==> config.mk <==
export PLATFORM = sky130hd
export DESIGN_NAME = fifo_param
export DESIGN_NICKNAME = d
export VERILOG_FILES = /design/src/rtl/fifo_param.sv
export SDC_FILE = /design/constraint.sdc
export NUM_CORES = 1
export LEC_CHECK = 0
export ABC_AREA = 1
export ABC_CLOCK_PERIOD_IN_PS = 3700
export BUFFER_PORTS_ARGS = -buffer_cell sky130_fd_sc_hd__buf_2
export CORE_ASPECT_RATIO = 0.75
export CORE_MARGIN = 5
export CORE_UTILIZATION = 55
export DETAILED_ROUTE_END_ITERATION = 10
export GPL_ROUTABILITY_DRIVEN = 0
export HOLD_SLACK_MARGIN = 0.03
export PLACE_DENSITY = 0.81
export SYNTH_ARGS = -nofsm -noshare
export SYNTH_HDL_FRONTEND = slang
export SYNTH_SLANG_ARGS = --single-unit
==> constraint.sdc <==
create_clock -name clk -period 3.7 [get_ports clk]
set_input_delay 0.37 -clock clk [delete_from_list [all_inputs] [get_ports clk]]
set_output_delay 0.37 -clock clk [all_outputs]
set_load 0.01 [all_outputs]
==> src/rtl/fifo_param.sv <==
// rtl/fifo_param.sv - parametrised synchronous FIFO with registered read data, flags and ack/err pulses
module fifo_param #(
    parameter int WIDTH    = 32,
    parameter int ADDR_W   = 3,
    parameter int AF_LEVEL = (1 << ADDR_W) - 1,
    parameter int AE_LEVEL = 1
) (
    input  logic              clk,
    input  logic              reset_n,
    input  logic              wr_en,
    input  logic              rd_en,
    input  logic [WIDTH-1:0]  d_in,
    output logic [WIDTH-1:0]  d_out,
    output logic [ADDR_W:0]   data_count,
    output logic              full,
    output logic              empty,
    output logic              almost_full,
    output logic              almost_empty,
    output logic              wr_ack,
    output logic              wr_err,
    output logic              rd_ack,
    output logic              rd_err
);
    localparam int DEPTH = 1 << ADDR_W;

    typedef enum logic [2:0] {
        INIT, NO_OP, WRITE, READ, WR_RD, WR_ERR, RD_ERR
    } state_t;

    logic [WIDTH-1:0]  mem [DEPTH];
    logic [ADDR_W-1:0] wr_ptr;
    logic [ADDR_W-1:0] rd_ptr;
    logic              wr_acc;
    logic              rd_acc;
    logic              wr_rej;
    logic              rd_rej;
    logic              wr_ack_q;
    logic              rd_ack_q;
    state_t            state;

    assign full         = (32'(data_count) == DEPTH);
    assign empty        = (data_count == '0);
    assign almost_full  = (32'(data_count) >= AF_LEVEL);
    assign almost_empty = (32'(data_count) <= AE_LEVEL);

    assign wr_acc = wr_en & ~full;
    assign rd_acc = rd_en & ~empty;
    assign wr_rej = wr_en & full;
    assign rd_rej = rd_en & empty;

    // Storage has no reset; contents after reset are never observable before a write.
    always_ff @(posedge clk) begin
        if (reset_n && wr_acc) begin
            mem[wr_ptr] <= d_in;
        end
    end

    always_ff @(posedge clk) begin
        if (!reset_n) begin
            wr_ptr     <= '0;
            rd_ptr     <= '0;
            data_count <= '0;
            d_out      <= '0;
        end else begin
            if (wr_acc) begin
                wr_ptr <= wr_ptr + ADDR_W'(1);
            end
            if (rd_acc) begin
                rd_ptr <= rd_ptr + ADDR_W'(1);
                d_out  <= mem[rd_ptr];
            end
            if (wr_acc && !rd_acc) begin
                data_count <= data_count + (ADDR_W+1)'(1);
            end else if (rd_acc && !wr_acc) begin
                data_count <= data_count - (ADDR_W+1)'(1);
            end
        end
    end

    // Error states take priority so a rejection is never hidden by a concurrent accept.
    always_ff @(posedge clk) begin
        if (!reset_n) begin
            state    <= INIT;
            wr_ack_q <= 1'b0;
            rd_ack_q <= 1'b0;
        end else begin
            wr_ack_q <= wr_acc;
            rd_ack_q <= rd_acc;
            if (wr_rej) begin
                state <= WR_ERR;
            end else if (rd_rej) begin
                state <= RD_ERR;
            end else if (wr_acc && rd_acc) begin
                state <= WR_RD;
            end else if (wr_acc) begin
                state <= WRITE;
            end else if (rd_acc) begin
                state <= READ;
            end else begin
                state <= NO_OP;
            end
        end
    end

    // A rejected read can pair with an accepted write (and vice versa), so acks keep their own flops.
    assign wr_ack = wr_ack_q;
    assign rd_ack = rd_ack_q;
    assign wr_err = (state == WR_ERR);
    assign rd_err = (state == RD_ERR);
endmodule

Yosys cells after proc, flatten, opt, wreduce, memory -nomap -nowiden
Memories as Yosys holds them, arrays and structs flattened. A register that Yosys moved wholly into a read port is not among the register bits.
Index checks and enable logic that the tools add are counted.
{"block": "word_totals", "register_bits": 15, "ramBits": 256, "elab_cells": 43, "memories": 1}
{"block": "classes", "add_sub_neg": 4, "n_lt_le_gt_ge": 2, "n_eq_ne": 3, "mux": 9, "n_bitwise": 7, "n_reduce_logical": 10}
{"name": "mem", "words": 8, "width": 32, "rd": 1, "rd_clocked_by_memory_dff": 1, "write_ports": 1, "line_no": "30", "text": "logic [WIDTH-1:0] mem [DEPTH];"}
{"cell": "$mux 3", "n": 3}
{"cell": "$mux 4", "n": 2}
{"cell": "$add 3x1->3 const B", "n": 2}
{"cell": "$eq 3x3->1 const B", "n": 2}
{"cell": "$add 4x1->4 const B", "n": 1}
{"cell": "$and 1x1->1", "n": 4}
{"cell": "$eq 4x4->1 const B", "n": 1}
{"cell": "$ge 4x3->1 const B", "n": 1}
{"cell": "$le 4x1->1 const B", "n": 1}
{"cell": "$logic_and 1x1->1", "n": 4}
{"cell": "$logic_not 4->1", "n": 1}
{"cell": "$mux 2", "n": 2}
{"cell": "$sub 4x1->4 const B", "n": 1}
{"cell": "$logic_not 1->1", "n": 3}
{"cell": "$not 1->1", "n": 3}
{"cell": "$mux 1", "n": 2}
{"cell": "$reduce_bool 2->1", "n": 1}
{"cell": "$reduce_or 2->1", "n": 1}

Logic depth before layout (Yosys ltp)
Gate-level depths: netlist of the first run.
{"block": "depth", "ltp_word": 8, "depth_mapped": 12, "depth_no_buf": 12}

Least setup slack after synthesis of the first run
No wires, ideal clock.
{"block": "synth_path", "path_kind": "reg-to-reg", "from": "reg data_count[0]", "to": "mem mem[0][0] (enable)", "setup_time_ps": 421, "arrival_ps": 2671, "required_time_ps": 3279, "path_slack_ps": 608, "stages_incl_launch_ff": 8, "period_less_slack_ps": 3092, "cell_sequence": "dfxtp_1 > inv_1 > ha_1 > nand2_1 > o21ai_0 > nor2_1 > nand2_1 > nor2_1"}
{"block": "synth_between", "elab_chain_cells": 6}
{"item": "start, declared", "line_no": "14", "text": "output logic [ADDR_W:0] data_count,"}
{"item": "start signal, assigned", "line_no": "73", "text": "data_count <= data_count + (ADDR_W+1)'(1);"}
{"item": "start signal, assigned", "line_no": "75", "text": "data_count <= data_count - (ADDR_W+1)'(1);"}
{"item": "$eq 4x4->1", "line_no": "41", "text": "assign full = (32'(data_count) == DEPTH);"}
{"item": "$not 1->1", "line_no": "46", "text": "assign wr_acc = wr_en & ~full;"}
{"item": "$and 1x1->1", "line_no": "46"}
{"item": "$logic_and 1x1->1", "line_no": "53", "text": "if (reset_n && wr_acc) begin"}
{"item": "$mux 1", "line_no": "53"}
{"item": "$mux 1 (implied by the code)", "line_no": "54", "text": "mem[wr_ptr] <= d_in;"}
{"item": "end, declared", "line_no": "30"}
Every way passes these cells.

Final worst setup path of the first run
{"block": "layout_path", "from": "reg data_count[0]", "to": "mem mem[1][25] (enable)"}
Same word-level chain as after synthesis.

==> qor.yml, run 1 <==
status:
  status: "complete, no violations"
job:
  cap_violations: 0
timing:
  final.setup.tns_ps: 0
  setup_violations: 0
  clock_skew_ps: 17.2
  finalMaxSlewViolations: 0
  fmax_mhz: 333
  fin_crit_sh: 0.811
  fin_crit_ps: 3000
  tightest_slew_ps: 1070
  finalHoldViolCount: 0
  max_slew_margin: 0.288
  grt_setup_unrepaired: "no"
critical_path:
  r2r.worst_path.cells: 8
  worstPathMaxFanout: 20
  end_kind: "flop"
  crit_type: "flop to flop"
  critPathArrivalTime_ps: 3200
  startpoint_type: "flop"
  worstPathRequired_ps: 3900
floorplanning:
  pin_count: 80
  die_w_um: 186
  core_area_um2: 22900
  fp.dieH_um: 142
  die_area_um2: 26300
  rows: 48
  start_util: 0.557
yosys:
  yosysSeqAreaShare: 0.677
  syn-num-nets: 1305
  synth.top_cells.by_count: "312 x nand2_1, 272 x inv_1, 256 x edfxtp_1"
  ys_ff_latch: 303
  synth_top_area_cell: "edfxtp_1"
  yosysWarnings: 0
  synth.avg_cell_area_um2: 10.1
  synthArstFlopShare: 0
  yosys-top-cells-area: "edfxtp_1 60%, nand2_1 9.2%, inv_1 8.0%"
  syn_area_um2: 12700
  post-synth-top-count-cell: "nand2_1"
  synth_edf_count: 256
  synth_ff_type: "edfxtp_1"
  yosysTopAreaCellShare: 0.603
  syn_inst: 1261
  synthDistinctLibCells: 23
grt:
  grt-ovfl-total: 0
  grtUsageTotal: 0.211
  grt_pass1_vias: 8564
  grt_max_degree: 98
  antenna_found_initial: 0
  grt_pass1_wl_um: 44100
layout:
  area_growth_pct: 12.7
  layout-drive-gt1-share: 0.119
  fin_nets: 1372
  antenna_cells: 0
  n_fill_cell: 1716
  instances_no_fill: 1650
power_and_ir_drop:
  leakage_uw: 0.00640
  power_density_nw_per_um2: 652
  p_total_uw: 9380
  vdd_ir_drop_max_mv: 0.453
detailed_routing:
  drt_iter0_drc: 856
  drt_wl_total_um: 28000
  ant_nets: 0
  wl_met1_um: 11900
  vias: 8620
  routed-wl-met2_um: 13600
  drc: 0
  viasPerCell: 5.22
  drt_first_pass_iters: 5
  wl_per_cell_um: 17.0
  wl_met3_um: 2040
  top_layer: "met4"
clock_network:
  numCtsBuffers: 29
  cts_max_level: 1
  postCtsResizedCells: 0
  clock_path_buffers: 3
  clk_pin_slew_ps: 70
  cts_setup_buffers: 0
  cts-hold-fix-buffers: 0
  clock_latency_ps: 550
  clock-sinks: 303
  tritoncts: "done"
  root_buffer: "clkbuf_16"
worst_hold_path:
  hp-class: "primary input to flop"
  worstHoldPathCells: 1
placement:
  placed_cells: 1597
  dp_hpwl_um: 16600
  port_buffers: 79
[power breakdown]
part,internal (µW),switching [µW]
Sequential,3980,173
Clock,1640,1240
Combinational,744,1600
[path summary, 6_finish.rpt]
check	start	endpoint	slack [ps]
worst min-delay path	d_in[15]	mem[4][15]$_DFFE_PP_	100
worst min register to register	d_out[28]$_SDFFE_PN0P_	d_out[28]$_SDFFE_PN0P_	520
worst max-delay path	data_count[0]$_SDFFE_PN0P_	mem[1][25]$_DFFE_PP_	700
worst max register to register	data_count[0]$_SDFFE_PN0P_	mem[1][25]$_DFFE_PP_	700
[per-layer routing]
| layer | track usage | vias up |
|---|---|---|
| met5 | 0 | - |
| met4 | 0.0552 | 0 |
| met3 | 0.0313 | 45 |
| met2 | 0.357 | 342 |
| met1 | 0.290 | 4071 |
| li1 | - | 4162 |
[state kept, by name, indices dropped and copies added (netlist names)]
signal,count
rd_ptr,3
wr_ack,1
mem,256
wr_ptr,3
d_out,32
rd_ack,1
state,3
data_count,4
[worst max-delay path: stages, from the launching register on]
cell and delay, ps:
dfxtp_1 450, inv_1 130, ha_1 240, nand2_1 90, o21ai_0 170, nor2_1 350
nand2_1 320, nor2_4 490, buf_4 430
[cells by family after synthesis]
logic type | synth area share
flops | 0.677
buf+inv | 0.105
fa+ha+maj | 0.00785
xor+xnor | 0.000687
compound gates | 0.0333
simple gates | 0.177
[cell usage in the layout, fill, tap and decap left out, drive strengths merged]
cell type,count
nand2,314
inv,275
edfxtp,256
nand3,194
buf,96
dfxtp,47
o21ai,43
a21oi,39
clkbuf,33
nor2,20
clkinv,15
ha,8
clkinvlp,3
bufinv,2
o21a,1
xnor2,1
o22ai,1
nor3,1
nand3b,1
[area by class of cell]
class / count / area, µm² / share of cell area
clock buffer: 33 / 771 / 0.0536
clock inverter: 20 / 165 / 0.0115
inverter: 275 / 1030 / 0.0719
multi-input combinational: 623 / 2840 / 0.198
sequential: 303 / 8630 / 0.601
tap: 300 / 375 / 0.0261
timing repair buffer: 96 / 548 / 0.0381
[metrics by stage]
step	cell area [µm²]	util	hold slack [ps]	setup slack [ps]
6_report	14400	0.628	102	701
3_5_place_dp	13400	0.587	506	740
4_1_cts	14400	0.628	74.8	718
5_1_grt	14400	0.628	94.9	507
3_3_place_gp	13400	0.587	498	923
2_1_floorplan	12700	-	469	608
Note: power is estimated with default switching activity, not from simulation.
==> run 2, diff against run 1 <==
Settings changed: ABC_AREA 1 to 0, ABC_CLOCK_PERIOD_IN_PS 3700 to 3100, PLACE_DENSITY 0.81 to 0.82.
Clock period 3.7 ns to 3.1 ns, I/O delays scaled along.
==> run 2 against run 1 <==
  * Combinational power rose by 3%
  * Maximum frequency rose by 24%
  * Die area fell by 7.8%
  * Clock skew fell by 7.1 ps
  * Flip-flop and latch count did not move
  * Design area fell by 7.1%
  * Highest routed layer is now met5
  * Via count fell by 27%
  * Non-clock buffer count rose by 7
  * Clock power rose by 15%
  * Utilization rose by 0.71 points
  * Register-to-register slack got worse by 20 ps
  * Critical endpoint is now state[2]$_SDFF_PN0_
  * Critical path depth did not move
==> qor.yml, run 2 <==
floorplanning:
  pin_count: 80
  die_w_um: 178
  start_util: 0.557
  die_area_um2: 24300
  fp.dieH_um: 136
  rows: 46
  core_area_um2: 21000
layout:
  fin_nets: 851
  final_common_cell: "edfxtp_1"
  layout-drive-gt1-share: 0.192
  layout_common_cells: "256 x edfxtp_1, 131 x mux2i_1, 79 x buf_2, 64 x a22oi_1, 46 x dfxtp_1"
  largest_registers: "mem (256), d_out (32), data_count (4)"
  largest_register: "mem"
  area_growth_pct: 14.1
  design_area_um2: 13300
  antenna_cells: 0
  n_fill_cell: 1478
  largest_register_ffs: 256
yosys:
  post-synth-top-count-cell: "edfxtp_1"
  synth_ff_type: "edfxtp_1"
  syn_inst: 719
  synth_top_area_cell: "edfxtp_1"
  synthDistinctLibCells: 36
  yosys-top-cells-area: "edfxtp_1 66%, mux2i_1 11%, dfxtp_1 8.0%"
  yosysTopAreaCellShare: 0.657
  synth.avg_cell_area_um2: 16.3
  syn-num-nets: 763
  synth.top_cells.by_count: "256 x edfxtp_1, 131 x mux2i_1, 64 x a22oi_1"
  synth_edf_count: 256
  yosysWarnings: 0
  synthArstFlopShare: 0
  ys_ff_latch: 303
  syn_area_um2: 11700
  yosysSeqAreaShare: 0.738
worst_hold_path:
  hp-class: "primary input to flop"
  worstHoldPathCells: 1
  hp-start: "d_in[1]"
  hold_end: "mem[2][1]$_DFFE_PP_"
critical_path:
  rrSetupSlack_ps: 680
  r2r-end: "state[2]$_SDFF_PN0_"
  startpoint_type: "flop"
  critPathArrivalTime_ps: 2850
  crit_type: "flop to flop"
  worstPathRequired_ps: 3530
  end_kind: "flop"
  r2r.worst_path.cells: 8
  r2r_start: "data_count[0]$_SDFFE_PN0P_"
  worstPathMaxFanout: 34
detailed_routing:
  drt_iter0_drc: 546
  drt_wl_total_um: 22500
  drt_first_pass_iters: 5
  wl_per_cell_um: 20.1
  drc: 0
  vias: 6262
  ant_nets: 0
  viasPerCell: 5.61
timing:
  grt_setup_unrepaired: "no"
  max_slew_margin: 0.608
  tightest_slew_ps: 588
  clock_skew_ps: 10.1
  finalMaxSlewViolations: 0
  fin_crit_sh: 0.780
  setup_violations: 0
  fin_crit_ps: 2420
  fmax_mhz: 413
  final.setup.tns_ps: 0
  finalHoldViolCount: 0
clock_network:
  tritoncts: "done"
  root_buffer: "clkbuf_16"
  clock-sinks: 303
  clock_path_buffers: 3
  postCtsResizedCells: 0
  numCtsBuffers: 28
  clk_pin_slew_ps: 60
  clock_latency_ps: 530
  cts_max_level: 1
power_and_ir_drop:
  p_comb_frac: 0.225
  vdd_ir_drop_max_mv: 0.447
  pwr-share-seq: 0.467
  sw_frac_of_total: 0.282
  leakage_uw: 0.00457
  p_int_uw: 7730
  p_clk_frac: 0.309
  power_density_nw_per_um2: 806
  switchingPower_uw: 3030
grt:
  grt-ovfl-total: 0
  grt_max_degree: 51
  grtUsageTotal: 0.186
  grt_pass1_vias: 6395
  antenna_found_initial: 1
  grt_pass1_wl_um: 35100
placement:
  placed_cell_area_um2: 12400
  port_buffers: 79
  dp_hpwl_um: 13400
job:
  cap_violations: 0
status:
  status: "complete, no violations"
==> run 2: logic make-up after synthesis <==
| group | after synthesis | synth area share |
|---|---|---|
| multiplexers | 131 | 0.112 |
| AND/OR/NAND/NOR | 80 | 0.0341 |
| AO/OA/AOI/OAI | 140 | 0.0759 |
| adder cells (fa/ha/maj) | 8 | 0.00856 |
| XOR/XNOR | 7 | 0.00524 |
| flip-flops | 303 | 0.738 |
| buffers and inverters | 50 | 0.0261 |
==> run 2: repair_timing <==
action / in CTS / in global routing
hold endpoints to repair: 1 / 0
buffers inserted: 0 / 0
hold buffers: 1 / 0
==> run 2: how the worst max path moves through the flow <==
stage | start | endpoint | cells past startpoint
floorplan | data_count[0]$_SDFFE_PN0P_ | mem[4][0]$_DFFE_PP_ | 6
global placement | data_count[0]$_SDFFE_PN0P_ | data_count[3]$_SDFFE_PN0P_ | 9
detailed placement | data_count[0]$_SDFFE_PN0P_ | data_count[3]$_SDFFE_PN0P_ | 9
CTS | data_count[0]$_SDFFE_PN0P_ | mem[6][8]$_DFFE_PP_ | 7
global route | data_count[0]$_SDFFE_PN0P_ | mem[6][8]$_DFFE_PP_ | 7
finish | data_count[0]$_SDFFE_PN0P_ | state[2]$_SDFF_PN0_ | 8
==> run 2: metal layers <==
| layer | wire, µm | GRT usage | vias up |
|---|---|---|---|
| met5 | 11 | 0 | - |
| met4 | 387 | 0.0392 | 2 |
| met3 | 1200 | 0.0284 | 28 |
| met2 | 10900 | 0.313 | 181 |
| met1 | 10000 | 0.262 | 3107 |
| li1 | - | - | 2944 |
==> run 2: power groups by stage <==
stage	Combinational, µW	Sequential (µW)	Clock, µW
final	2420	5020	3320
after global routing	2640	5060	3540
after CTS	2440	5020	3370
after detailed placement	2430	5110	0
after global placement	2370	5090	0
after floorplan	1840	5060	0
==> run 2: critical path: stages (launching register included) <==
cell,delay [ps]
dfxtp_1,380
inv_1,110
ha_1,200
or3b_4,440
nand2_8,180
buf_4,320
inv_4,240
ha_1,260
o21a_1,170
==> run 2: area by class of cell <==
cell class	instances	area (µm²)	area share
tap	288	360	0.0270
sequential	303	8630	0.647
timing repair buffer	103	603	0.0452
clock buffer	38	779	0.0584
multi-input combinational	366	2830	0.212
clock inverter	14	111	0.00835
inverter	5	21.3	0.00159
==> run 2: per-stage QoR <==
step	util	worst slack (ps)	power, µW	hold slack, ps	instances
CTS	0.635	669	10800	31.0	1117
finish	0.635	681	10800	45.3	1117
global route	0.635	487	11200	36.3	1117
detailed placement	0.592	687	7530	492	1064
global placement	0.592	755	7460	491	1064
floorplan	-	86.2	6900	409	719
